`src/rtl/ball_renderer_if.sv`:
```
// ball_renderer_if: beam timing, ball position and ball graphics signals between sync/position logic and the renderer
interface ball_renderer_if #(parameter int POS_BITS = 9);
  logic [POS_BITS-1:0] hpos;
  logic [POS_BITS-1:0] vpos;
  logic                display_on;
  logic                frame_start;
  logic [POS_BITS-1:0] ball_hpos;
  logic [POS_BITS-1:0] ball_vpos;
  logic                ball_gfx;
  logic                ball_line;
  modport master (output hpos, vpos, display_on, frame_start, ball_hpos, ball_vpos,
                  input  ball_gfx, ball_line);
  modport slave  (input  hpos, vpos, display_on, frame_start, ball_hpos, ball_vpos,
                  output ball_gfx, ball_line);
endinterface

```
`src/rtl/ball_renderer.sv`:
```
// ball_renderer: per-pixel ball graphics from a once-per-frame latched position (BALL_RENDERER_ROUND_EN masks the four corners)
module ball_renderer #(
  parameter int BALL_SIZE = 4,
  parameter int POS_BITS  = 9
) (
  input logic             clk,
  input logic             reset,
  ball_renderer_if.slave  bus
);
  typedef enum logic {IDLE, DRAW} state_t;
  localparam logic [3:0] HMAX = 4'(BALL_SIZE - 1);
  localparam logic [4:0] VMAX = 5'(BALL_SIZE);
  logic [POS_BITS-1:0] lat_h_q, lat_v_q;
  logic [4:0]          vcnt_q, vcnt_d;
  logic [3:0]          hcnt_q, hcnt_d;
  state_t              state_q, state_d;
  logic                gfx_q, gfx_d;
  logic                line_start, start, load, corner;
  // next-state: line counter at line start, pixel run counter, masked pixel
  always_comb begin
    line_start = bus.hpos == '0;
    vcnt_d  = bus.frame_start ? 5'd0 :
              !line_start ? vcnt_q :
              (bus.vpos == lat_v_q) ? VMAX :
              (vcnt_q != 5'd0) ? vcnt_q - 5'd1 : 5'd0;
    start   = (vcnt_d != 5'd0) && (bus.hpos == lat_h_q);
    load    = !bus.frame_start && (state_q == IDLE || line_start);
    state_d = bus.frame_start ? IDLE :
              load ? (start ? DRAW : IDLE) :
              (hcnt_q == 4'd0) ? IDLE : DRAW;
    hcnt_d  = (load && start) ? HMAX :
              (!load && !bus.frame_start && hcnt_q != 4'd0) ? hcnt_q - 4'd1 : hcnt_q;
`ifdef BALL_RENDERER_ROUND_EN
    corner  = (BALL_SIZE >= 3) && (hcnt_d == HMAX || hcnt_d == 4'd0) &&
              (vcnt_d == VMAX || vcnt_d == 5'd1);
`else
    corner  = 1'b0;
`endif
    gfx_d   = (state_d == DRAW) && bus.display_on && !corner;
  end
  // state registers; frame_start latches the new ball position
  always_ff @(posedge clk or negedge reset) begin
    if (!reset) begin
      lat_h_q <= '0;
      lat_v_q <= '0;
      vcnt_q  <= '0;
      hcnt_q  <= '0;
      state_q <= IDLE;
      gfx_q   <= 1'b0;
    end else begin
      if (bus.frame_start) begin
        lat_h_q <= bus.ball_hpos;
        lat_v_q <= bus.ball_vpos;
      end
      vcnt_q  <= vcnt_d;
      hcnt_q  <= hcnt_d;
      state_q <= state_d;
      gfx_q   <= gfx_d;
    end
  end
  assign bus.ball_gfx  = gfx_q;
  assign bus.ball_line = vcnt_q != 5'd0;
endmodule

```
`src/flat_wrapper.sv`:
```
// flat-port wrapper written by rule: the top's interface ports become plain ports
module ball_renderer_flat 
#(
  parameter int BALL_SIZE = 4,
  parameter int POS_BITS  = 9
)
  (clk, reset, bus_hpos, bus_vpos, bus_display_on, bus_frame_start, bus_ball_hpos, bus_ball_vpos, bus_ball_gfx, bus_ball_line);
  ball_renderer_if #(.POS_BITS(POS_BITS)) bus_i ();
  input logic clk;
  input logic reset;
  input wire logic [$bits(bus_i.hpos)-1:0] bus_hpos;
  input wire logic [$bits(bus_i.vpos)-1:0] bus_vpos;
  input wire logic [$bits(bus_i.display_on)-1:0] bus_display_on;
  input wire logic [$bits(bus_i.frame_start)-1:0] bus_frame_start;
  input wire logic [$bits(bus_i.ball_hpos)-1:0] bus_ball_hpos;
  input wire logic [$bits(bus_i.ball_vpos)-1:0] bus_ball_vpos;
  output wire logic [$bits(bus_i.ball_gfx)-1:0] bus_ball_gfx;
  output wire logic [$bits(bus_i.ball_line)-1:0] bus_ball_line;
  assign bus_i.hpos = bus_hpos;
  assign bus_i.vpos = bus_vpos;
  assign bus_i.display_on = bus_display_on;
  assign bus_i.frame_start = bus_frame_start;
  assign bus_i.ball_hpos = bus_ball_hpos;
  assign bus_i.ball_vpos = bus_ball_vpos;
  assign bus_ball_gfx = bus_i.ball_gfx;
  assign bus_ball_line = bus_i.ball_line;
  ball_renderer #(.BALL_SIZE(BALL_SIZE), .POS_BITS(POS_BITS)) u_core (.clk(clk), .reset(reset), .bus(bus_i));
endmodule
```
`config.mk`:
```
export PLATFORM = sky130hd
export DESIGN_NAME = ball_renderer_flat
export DESIGN_NICKNAME = d
export VERILOG_FILES = /design/src/rtl/ball_renderer_if.sv /design/src/rtl/ball_renderer.sv /design/src/flat_wrapper.sv
export SDC_FILE = /design/constraint.sdc
export NUM_CORES = 1
export LEC_CHECK = 0
export ABC_AREA = 1
export CORE_MARGIN = 2
export CORE_UTILIZATION = 55
export CTS_CLUSTER_DIAMETER = 80
export DETAILED_ROUTE_END_ITERATION = 10
export DONT_BUFFER_PORTS = 1
export PLACE_DENSITY = 0.8
export RECOVER_POWER = 25
export SYNTH_ARGS = -nofsm -noshare
export SYNTH_HDL_FRONTEND = slang
export SYNTH_SLANG_ARGS = --single-unit
```
`constraint.sdc`:
```
create_clock -name clk -period 4.6 [get_ports clk]
set_clock_uncertainty 0.15 [all_clocks]
set_input_delay 0.46 -clock clk [delete_from_list [all_inputs] [get_ports clk]]
set_output_delay 0.46 -clock clk [all_outputs]
set_load 0.05 [all_outputs]
```
-- After elaboration in Yosys (flattened, before gate mapping)
Cells that the tools add are included.
- flip-flop bits (word level): 29
- bits in latches: 0
- RAM bits: 0
- bits in read-only memories: 0
- input bits: 40
- output and inout port bits: 2
- memories: 0
- add/subtract/negate cells: 2
- multiply operators: 0
- divide/modulo/power cells: 0
- $lt $le $gt $ge: 0
- equal/unequal tests: 2
- shift-type cells: 0
- multiplexer cells: 10
- bitwise gates (word level): 1
- reduce and logical (&&, ||, !) cells: 15
- operators by type and width (operator ; count):
    5-bit 2-to-1 mux ; 4
    9-bit == test ; 2
    5-bit nonzero test ; 2
    9-bit zero test ; 1
    4-bit 2-to-1 mux ; 2
    1-bit logical AND ; 6
    5-bit by 1-bit subtractor with 5-bit output (second input constant) ; 1
    4-bit zero test ; 1
    1-bit 2-to-1 mux ; 4
    4-bit nonzero test ; 1
    4-bit by 1-bit subtractor with 4-bit output (second input constant) ; 1
    1-bit zero test ; 2
    2-bit nonzero test ; 1
    1-bit logical OR ; 1
    1-bit inverter ; 1

-- Longest topological paths before layout
Gate-level depths: netlist of run 1.
- word-level depth: 11
- mapped depth: 14
- depth with buffers taken out: 14

-- Worst setup path after synthesis of run 1
Ideal clock, no wire load.
- path kind: register to register
- start: register u_core.vcnt_q[0]
- end: register u_core.hcnt_q[0]
- library setup time: 0.131 ns
- arrival time: 1.666 ns
- slack: 2.653 ns
- stages on the path, launching flop included: 14
- buffers on the path: 0
- clock period less this slack: 1.947 ns
- cell sequence: dfrtp_1 -> inv_1 -> ha_1 -> inv_1 -> nor3_2 -> nand2_2 -> o21ai_1 -> a21oi_1 -> nand2_1 -> nand2_1 -> nand2_2 -> nand2_2 -> o21bai_4 -> nand3_1
- word-level cells in the longest chain between the ends: 9
- elaborated cells on any way between the ends: 11
- classes of those cells: 1 x add/sub; 5 x mux; 5 x reduce/logical
- ends and longest elaborated chain (item ; RTL line ; source):
    start, declared ; ball_renderer.sv:14 ; logic [4:0] vcnt_q, vcnt_d;
    start signal, assigned ; ball_renderer.sv:55 ; vcnt_q <= vcnt_d;
    5-bit nonzero test (*) ; -- ;
    via bus_ball_line ; flat_wrapper.sv:18 ; output wire logic [$bits(bus_i.ball_line)-1:0] bus_ball_line;
    5-bit 2-to-1 mux (*) ; ball_renderer.sv:25 ; (vcnt_q != 5'd0) ? vcnt_q - 5'd1 : 5'd0;
    5-bit 2-to-1 mux (*) ; ball_renderer.sv:24 ; (bus.vpos == lat_v_q) ? VMAX :
    5-bit 2-to-1 mux (*) ; ball_renderer.sv:23 ; !line_start ? vcnt_q :
    5-bit 2-to-1 mux (*) ; ball_renderer.sv:22 ; vcnt_d = bus.frame_start ? 5'd0 :
    5-bit nonzero test (*) ; ball_renderer.sv:26 ; start = (vcnt_d != 5'd0) && (bus.hpos == lat_h_q);
    1-bit logical AND (*) ; ball_renderer.sv:26 ;
    1-bit logical AND (*) ; ball_renderer.sv:31 ; hcnt_d = (load && start) ? HMAX :
    4-bit 2-to-1 mux or 2-bit nonzero test (tied branches) ; -- ;
    end signal, assigned ; ball_renderer.sv:56 ; hcnt_q <= hcnt_d;
    end, declared ; ball_renderer.sv:15 ; logic [3:0] hcnt_q, hcnt_d;
Mark *: on every way through the listed nets, which the timed path passes. The rest lies on a longest branch.
A chain may end at the register's enable or synchronous reset.

-- Worst setup path after layout of run 1
- start: register u_core.vcnt_q[1]
- end: register u_core.hcnt_q[0]
The elaborated chain is that of the path after synthesis.

==> results of run 1 <==
report_power, final:
group / leakage (nW) / switching, mW / internal [mW]
clock: 0.0320 / 0.0880 / 0.0580
sequential: 0.373 / 0.00841 / 0.269
combinational: 0.507 / 0.0290 / 0.0216
total: 0.912 / 0.125 / 0.349
critical path, delay by kind of cell, from the launching register on:
| kind | cells | cell delay (ns) |
|---|---|---|
| and+or+nand+nor | 7 | 0.74 |
| DFF | 1 | 0.37 |
| adders and majority gates | 1 | 0.18 |
| buffers and inverters | 2 | 0.16 |
| AOI/OAI and AO/OA | 3 | 0.41 |
registers in the layout (all words and copies together), names as in the netlist:
signal and flops:
u_core.lat_h_q 9, u_core.state_q 1, u_core.bus.ball_gfx 1, u_core.hcnt_q 4
u_core.lat_v_q 9, u_core.vcnt_q 5
synth_stat cells (3+ instances only):
cell,count
nor2_1,11
a21oi_1,6
xor2_1,4
o21ai_0,10
dfrtp_1,29
inv_2,3
inv_1,26
clkbuf_1,4
nand2_2,7
nand3_1,4
xnor2_1,9
nand2_1,78
layout make-up:
cell class	instances	area, um^2	share of cell area
Timing Repair Buffer	2	13.8	0.00812
Tap cell	31	38.8	0.0229
Multi-Input combinational cell	145	751	0.443
Inverter	30	114	0.0672
Clock inverter	2	10.0	0.00591
Clock buffer	6	41.3	0.0244
Sequential cell	29	726	0.428
routing by layer:
metal	GRT usage	vias up	routed length (um)	part of all wire
met1	0.245	602	1280	0.42
met4	0.0997	0	59	0.019
met5	0	-	0	0
met2	0.351	30	1510	0.49
met3	0.0804	6	211	0.069
li1	-	643	-	-
cells by family after synthesis:
kind of cell | count (synthesis) | share of synthesized area
adder cells (fa/ha/maj) | 2 | 0.0156
XOR/XNOR | 13 | 0.0709
buffers and inverters | 34 | 0.0803
AND/OR/NAND/NOR | 111 | 0.313
flip-flops | 29 | 0.452
AO/OA/AOI/OAI | 19 | 0.0686
path summary, 6_finish.rpt:
check	start	endpoint	slack, ns
max	u_core.vcnt_q[1]	u_core.hcnt_q[0]	2.44
min	bus_display_on	u_core.bus.ball_gfx	0.08
max reg2reg	u_core.vcnt_q[1]	u_core.hcnt_q[0]	2.44
min reg2reg	u_core.lat_h_q[4]	u_core.lat_h_q[4]	0.35
max in group asynchronous	reset	u_core.vcnt_q[2]	2.55
min in group asynchronous	reset	u_core.lat_v_q[4]	0.87
cell usage in the layout, fill, tap and decap left out:
cell type / n
nor4_1: 2
ha_1: 2
clkbuf_1: 2
a21oi_1: 6
xor2_1: 4
dlygate4sd3_1: 1
nand2_1: 78
o21ai_0: 10
nor3_1: 1
o22ai_1: 1
xnor2_1: 9
clkbuf_4: 5
nand3_1: 4
nor2_2: 2
nand4_4: 1
o21ai_1: 1
dfrtp_1: 29
nor3_2: 1
nand4_1: 1
inv_1: 26
inv_2: 3
nor2_1: 11
clkinv_2: 3
nand3_2: 2
nor3_4: 1
o21bai_4: 1
nand2_2: 7
repair_timing:
item	in CTS	in global routing
endpoints found under the hold margin	29	0
setup endpoints to repair	0	0
hold buffers	2	0
==> flow_summary_export.csv, run 1 <==
group,metric,value,unit
global_route,grt-ovfl-total,0,
clock_tree,ctsRootBufferMaster,"clkbuf_4",
finish,final_cell_area,1690,um^2
worst_setup_path,path_class,"reg2reg",
synth,ys_seq_area_frac,0.452,
die,core_area,2760,um^2
synth,synth_warnings,0,
finish,drive_above_1_share,0.121,
sta,rsz0062_at_grt,"false",
power,ir_drop,0.230,mV
clock_tree,clk_pin_slew,0.09,ns
synth,ys_top_cells_by_area,"dfrtp_1 45%, nand2_1 18%, inv_1 6.1%",
worst_hold_path,holdPathStages,2,
clock_tree,cts_resized,0,
die,initial_core_util,0.582,
sta,min_period_over_period,0.469,
sta,worst_pin_slew,1.52,ns
detailed_routing,ant_nets,0,
detailed_routing,drt-vias-per-instance,5.23,
outcome,failed_checks,"max-capacitance violations, max-slew violations",
synth,syn_area_per_cell,7.72,um^2
die,die_w,58.0,um
power,p_per_area,280,nW/um^2
synth,synth_cells,208,
worst_setup_path,cp-end-kind,"flop",
worst_setup_path,arrival,2.21,ns
worst_setup_path,critPathSlowestCell,"dfrtp_1",
detailed_routing,drt_iter0_markers,38,
worst_hold_path,hold_path.class,"in2reg",
sta,slew_headroom,-0.0101,
worst_setup_path,worst-r2r-cell-count,13,
synth,synth_ff_type,"dfrtp_1",
clock_tree,clk_latency,0.33,ns
finish,post-route-util,0.614,
sta,worst_hold_slack,0.0755,ns
placement,dpl_cell_area,1630,um^2
worst_setup_path,crit_path_frequent_cell,"nand2_2",
detailed_routing,firstDrtPassIters,4,
sta,maxSlewViolCount,30,
worst_setup_path,path_cells,"inv_1, ha_1, inv_1, nor3_2, nand2_2, o21ai_1, a21oi_1, nand2_1, nand2_1, nand2_2, nand2_2, o21bai_4, nand3_1",
worst_setup_path,crit_path_start_kind,"flop",
sta,fin_setup_tns,0,ns
die,die_h,58.0,um
detailed_routing,wl_per_cell,12.5,um
clock_tree,postCtsSetupBuffers,0,
finish,fin_nets,255,
sta,fmax,464,MHz
placement,dp.cells,235,
synth,synthesis.area,1610,um^2
die,ios,42,
sta,hold_violations,0,
global_route,grt_pass1_vias,1244,
global_route,grt.total_usage,0.213,
global_route,grt_pass1_wl,5250,um
finish,stdcell_count,245,
global_route,grt_max_degree,30,
finish,n_antenna_cell,0,
worst_setup_path,cp_max_fo,5,
placement,io_buffers,0,
finish,syn_to_final_growth,5.53,%
clock_tree,h-tree-depth,2,
synth,synth_edf_count,0,
sta,fin_ws,2.44,ns
die,rows,19,
run,cap_viol_max_count,1,
detailed_routing,drt-total-wl,3060,um
global_route,antenna_found_initial,0,
clock_tree,cts_tree,"built",
clock_tree,cts_max_path_buffers,2,
sta,setup_violations,0,
detailed_routing,vias,1281,
clock_tree,numCtsBuffers,5,
die,dieArea,3370,um^2
sta,period_minus_slack,2.16,ns
clock_tree,cts_sinks,29,
synth,synth_nets,250,
placement,place_congestion,0.878,
outcome,status,"complete, but fails checks",
power,fin_total_pwr,0.474,mW
finish,fillers,269,
worst_setup_path,cp_slowest_stage_delay,0.37,ns
power,p_leak,0.912,nW
synth,ys_seq_elements,29,
placement,post-dp-hpwl,2310,um
detailed_routing,drc,0,
synth,yosysTopAreaCell,"dfrtp_1",
placement,pre_cts_ws,2.45,ns
synth,synth_top_area_frac,0.452,
synth,yosysUniqueCellTypes,25,
synth,ys_async_sr_fraction,1.00,
worst_setup_path,required,4.66,ns
Note: power is estimated with default switching activity, not from simulation.
==> run 2: changes to the inputs <==
==> constraint.sdc (replaced) <==
create_clock -name clk -period 2.05 [get_ports clk]
set_clock_uncertainty 0.15 [all_clocks]
set_input_delay 0.205 -clock clk [delete_from_list [all_inputs] [get_ports clk]]
set_output_delay 0.205 -clock clk [all_outputs]
set_load 0.05 [all_outputs]
==> run 2 against run 1 <==
Compared with the run above:
- the run now ends clean
- maximum frequency is 8.5% higher
- count of clock-buffer cells in the layout increased by 1
- flip-flop and latch count did not move
- sequential share of layout area decreased by 6.6 points
- setup slack worse by 2.4 ns
- critical path type unchanged
- largest power group unchanged
==> flow_summary_export.csv, run 2 (same netlist as run 1, synthesis figures left out) <==
group,metric,value,unit
outcome,status,"complete, no violations",
finish,drive_above_1_share,0.160,
finish,mostFrequentLayoutCells,"76 x nand2_1, 29 x dfrtp_1, 23 x inv_1",
sta,hold_violations,0,
clock_tree,numCtsBuffers,5,
detailed_routing,firstDrtPassIters,4,
global_route,grt_max_degree,30,
clock_tree,cts_max_path_buffers,2,
clock_tree,clk_latency,0.34,ns
clock_tree,h-tree-depth,2,
die,die_h,58.0,um
global_route,antenna_found_initial,0,
die,die_w,58.0,um
clock_tree,cts_sinks,29,
detailed_routing,vias,1383,
global_route,grt_pass1_vias,1368,
detailed_routing,drt-total-wl,3540,um
worst_setup_path,worst-r2r-cell-count,14,
sta,period_minus_slack,1.99,ns
sta,maxSlewViolCount,0,
sta,fmax,503,MHz
detailed_routing,drt_iter0_markers,57,
clock_tree,ctsRootBufferMaster,"clkbuf_4",
die,ios,42,
finish,fin_nets,279,
worst_setup_path,cp_max_fo,5,
worst_setup_path,ff2ff_setup_slack,0.06,ns
sta,fin_ws,0.0634,ns
global_route,grt-ovfl-total,0,
power,ir_drop,0.578,mV
die,initial_core_util,0.582,
finish,n_antenna_cell,0,
run,cap_viol_max_count,0,
sta,slew_headroom,0.167,
finish,stdcell_count,269,
sta,setup_violations,0,
sta,fin_setup_tns,0,ns
power,p_leak,1.06,nW
worst_setup_path,crit_path_start_kind,"flop",
sta,worst_pin_slew,1.25,ns
power,fin_total_pwr,1.28,mW
placement,io_buffers,0,
worst_setup_path,path_class,"reg2reg",
sta,rsz0062_at_grt,"true",
finish,final_cell_area,2000,um^2
power,p_per_area,637,nW/um^2
detailed_routing,drc,0,
worst_setup_path,r2r-end,"u_core.hcnt_q[2]",
detailed_routing,ant_nets,0,
placement,post-dp-hpwl,2140,um
finish,syn_to_final_growth,24.8,%
worst_setup_path,r2r-start,"u_core.vcnt_q[1]",
worst_hold_path,hold_path.class,"in2reg",
sta,min_period_over_period,0.969,
global_route,grt.total_usage,0.235,
placement,pre_cts_ws,0.116,ns
clock_tree,cts_tree,"built",
detailed_routing,drt-vias-per-instance,5.14,
worst_setup_path,required,2.17,ns
die,dieArea,3370,um^2
finish,final_common_cell,"nand2_1",
placement,dp.cells,237,
placement,place_congestion,0.783,
finish,largestRegisters,"u_core.lat_h_q (9), u_core.lat_v_q (9), u_core.vcnt_q (5)",
worst_setup_path,arrival,2.10,ns
worst_hold_path,holdPathStages,5,
die,core_area,2760,um^2
clock_tree,clk_pin_slew,0.10,ns
worst_setup_path,cp-end-kind,"flop",
global_route,grt_pass1_wl,5750,um
worst_hold_path,min_to,"u_core.vcnt_q[1]",
die,rows,19,
worst_hold_path,worstHoldStart,"bus_hpos[8]",
finish,post-route-util,0.726,
detailed_routing,wl_per_cell,13.2,um
sta,worst_hold_slack,0.0660,ns
placement,dpl_cell_area,1640,um^2
==> run 2: final cells by class <==
cell class | instances | area, um^2
multi-input combinational | 145 | 782
fill | 206 | 754
sequential | 29 | 726
timing repair buffer | 26 | 255
inverter | 30 | 116
clock buffer | 7 | 55.1
tap | 31 | 38.8
clock inverter | 1 | 30.0
==> run 2: power breakdown <==
group	leakage, nW	switching [mW]	internal, mW
Sequential	0.373	0.0187	0.603
Clock	0.0455	0.202	0.291
Combinational	0.642	0.0840	0.0770
==> run 2: metal layers <==
| metal | share of wire | vias to the layer above | global-route usage | wire [um] |
|---|---|---|---|---|
| met3 | 0.057 | 12 | 0.0737 | 202 |
| met2 | 0.51 | 40 | 0.386 | 1800 |
| met4 | 0.031 | 0 | 0.156 | 110 |
| li1 | - | 694 | - | - |
| met5 | 0 | - | 0 | 0 |
| met1 | 0.40 | 637 | 0.261 | 1430 |
==> run 2: how the worst max path moves through the flow <==
| stage | startpoint | endpoint | slack [ns] | depth (start not counted) |
|---|---|---|---|---|
| finish | u_core.vcnt_q[1] | u_core.hcnt_q[2] | 0.06 | 14 |
| global route | u_core.vcnt_q[0] | u_core.hcnt_q[2] | -0.05 | 14 |
| CTS | u_core.vcnt_q[0] | u_core.hcnt_q[0] | 0.1 | 13 |
| detailed placement | u_core.vcnt_q[0] | u_core.hcnt_q[0] | 0.12 | 13 |
| global placement | u_core.vcnt_q[0] | u_core.hcnt_q[0] | 0.24 | 13 |
| floorplan | u_core.vcnt_q[0] | u_core.hcnt_q[0] | 0.10 | 13 |
==> run 2: timing repair <==
| action | in CTS | in global routing |
|---|---|---|
| hold buffers | 22 | 0 |
| setup endpoints to repair | 0 | 6 |
| hold endpoints to repair | 52 | 0 |
| resized for setup | 0 | 12 |
| setup buffers | 0 | 2 |
==> run 2: critical path, stage by stage (launching register included) <==
cell and delay, ns:
dfrtp_1 0.39, inv_2 0.09, ha_4 0.15, inv_4 0.04, nor3_4 0.21, nand2_2 0.12, nand2_1 0.08, nor2_1 0.04
nand2_1 0.06, nand2_1 0.05, nand2_2 0.07, nand3_2 0.09, o21bai_4 0.22, inv_2 0.06, nor2_1 0.08
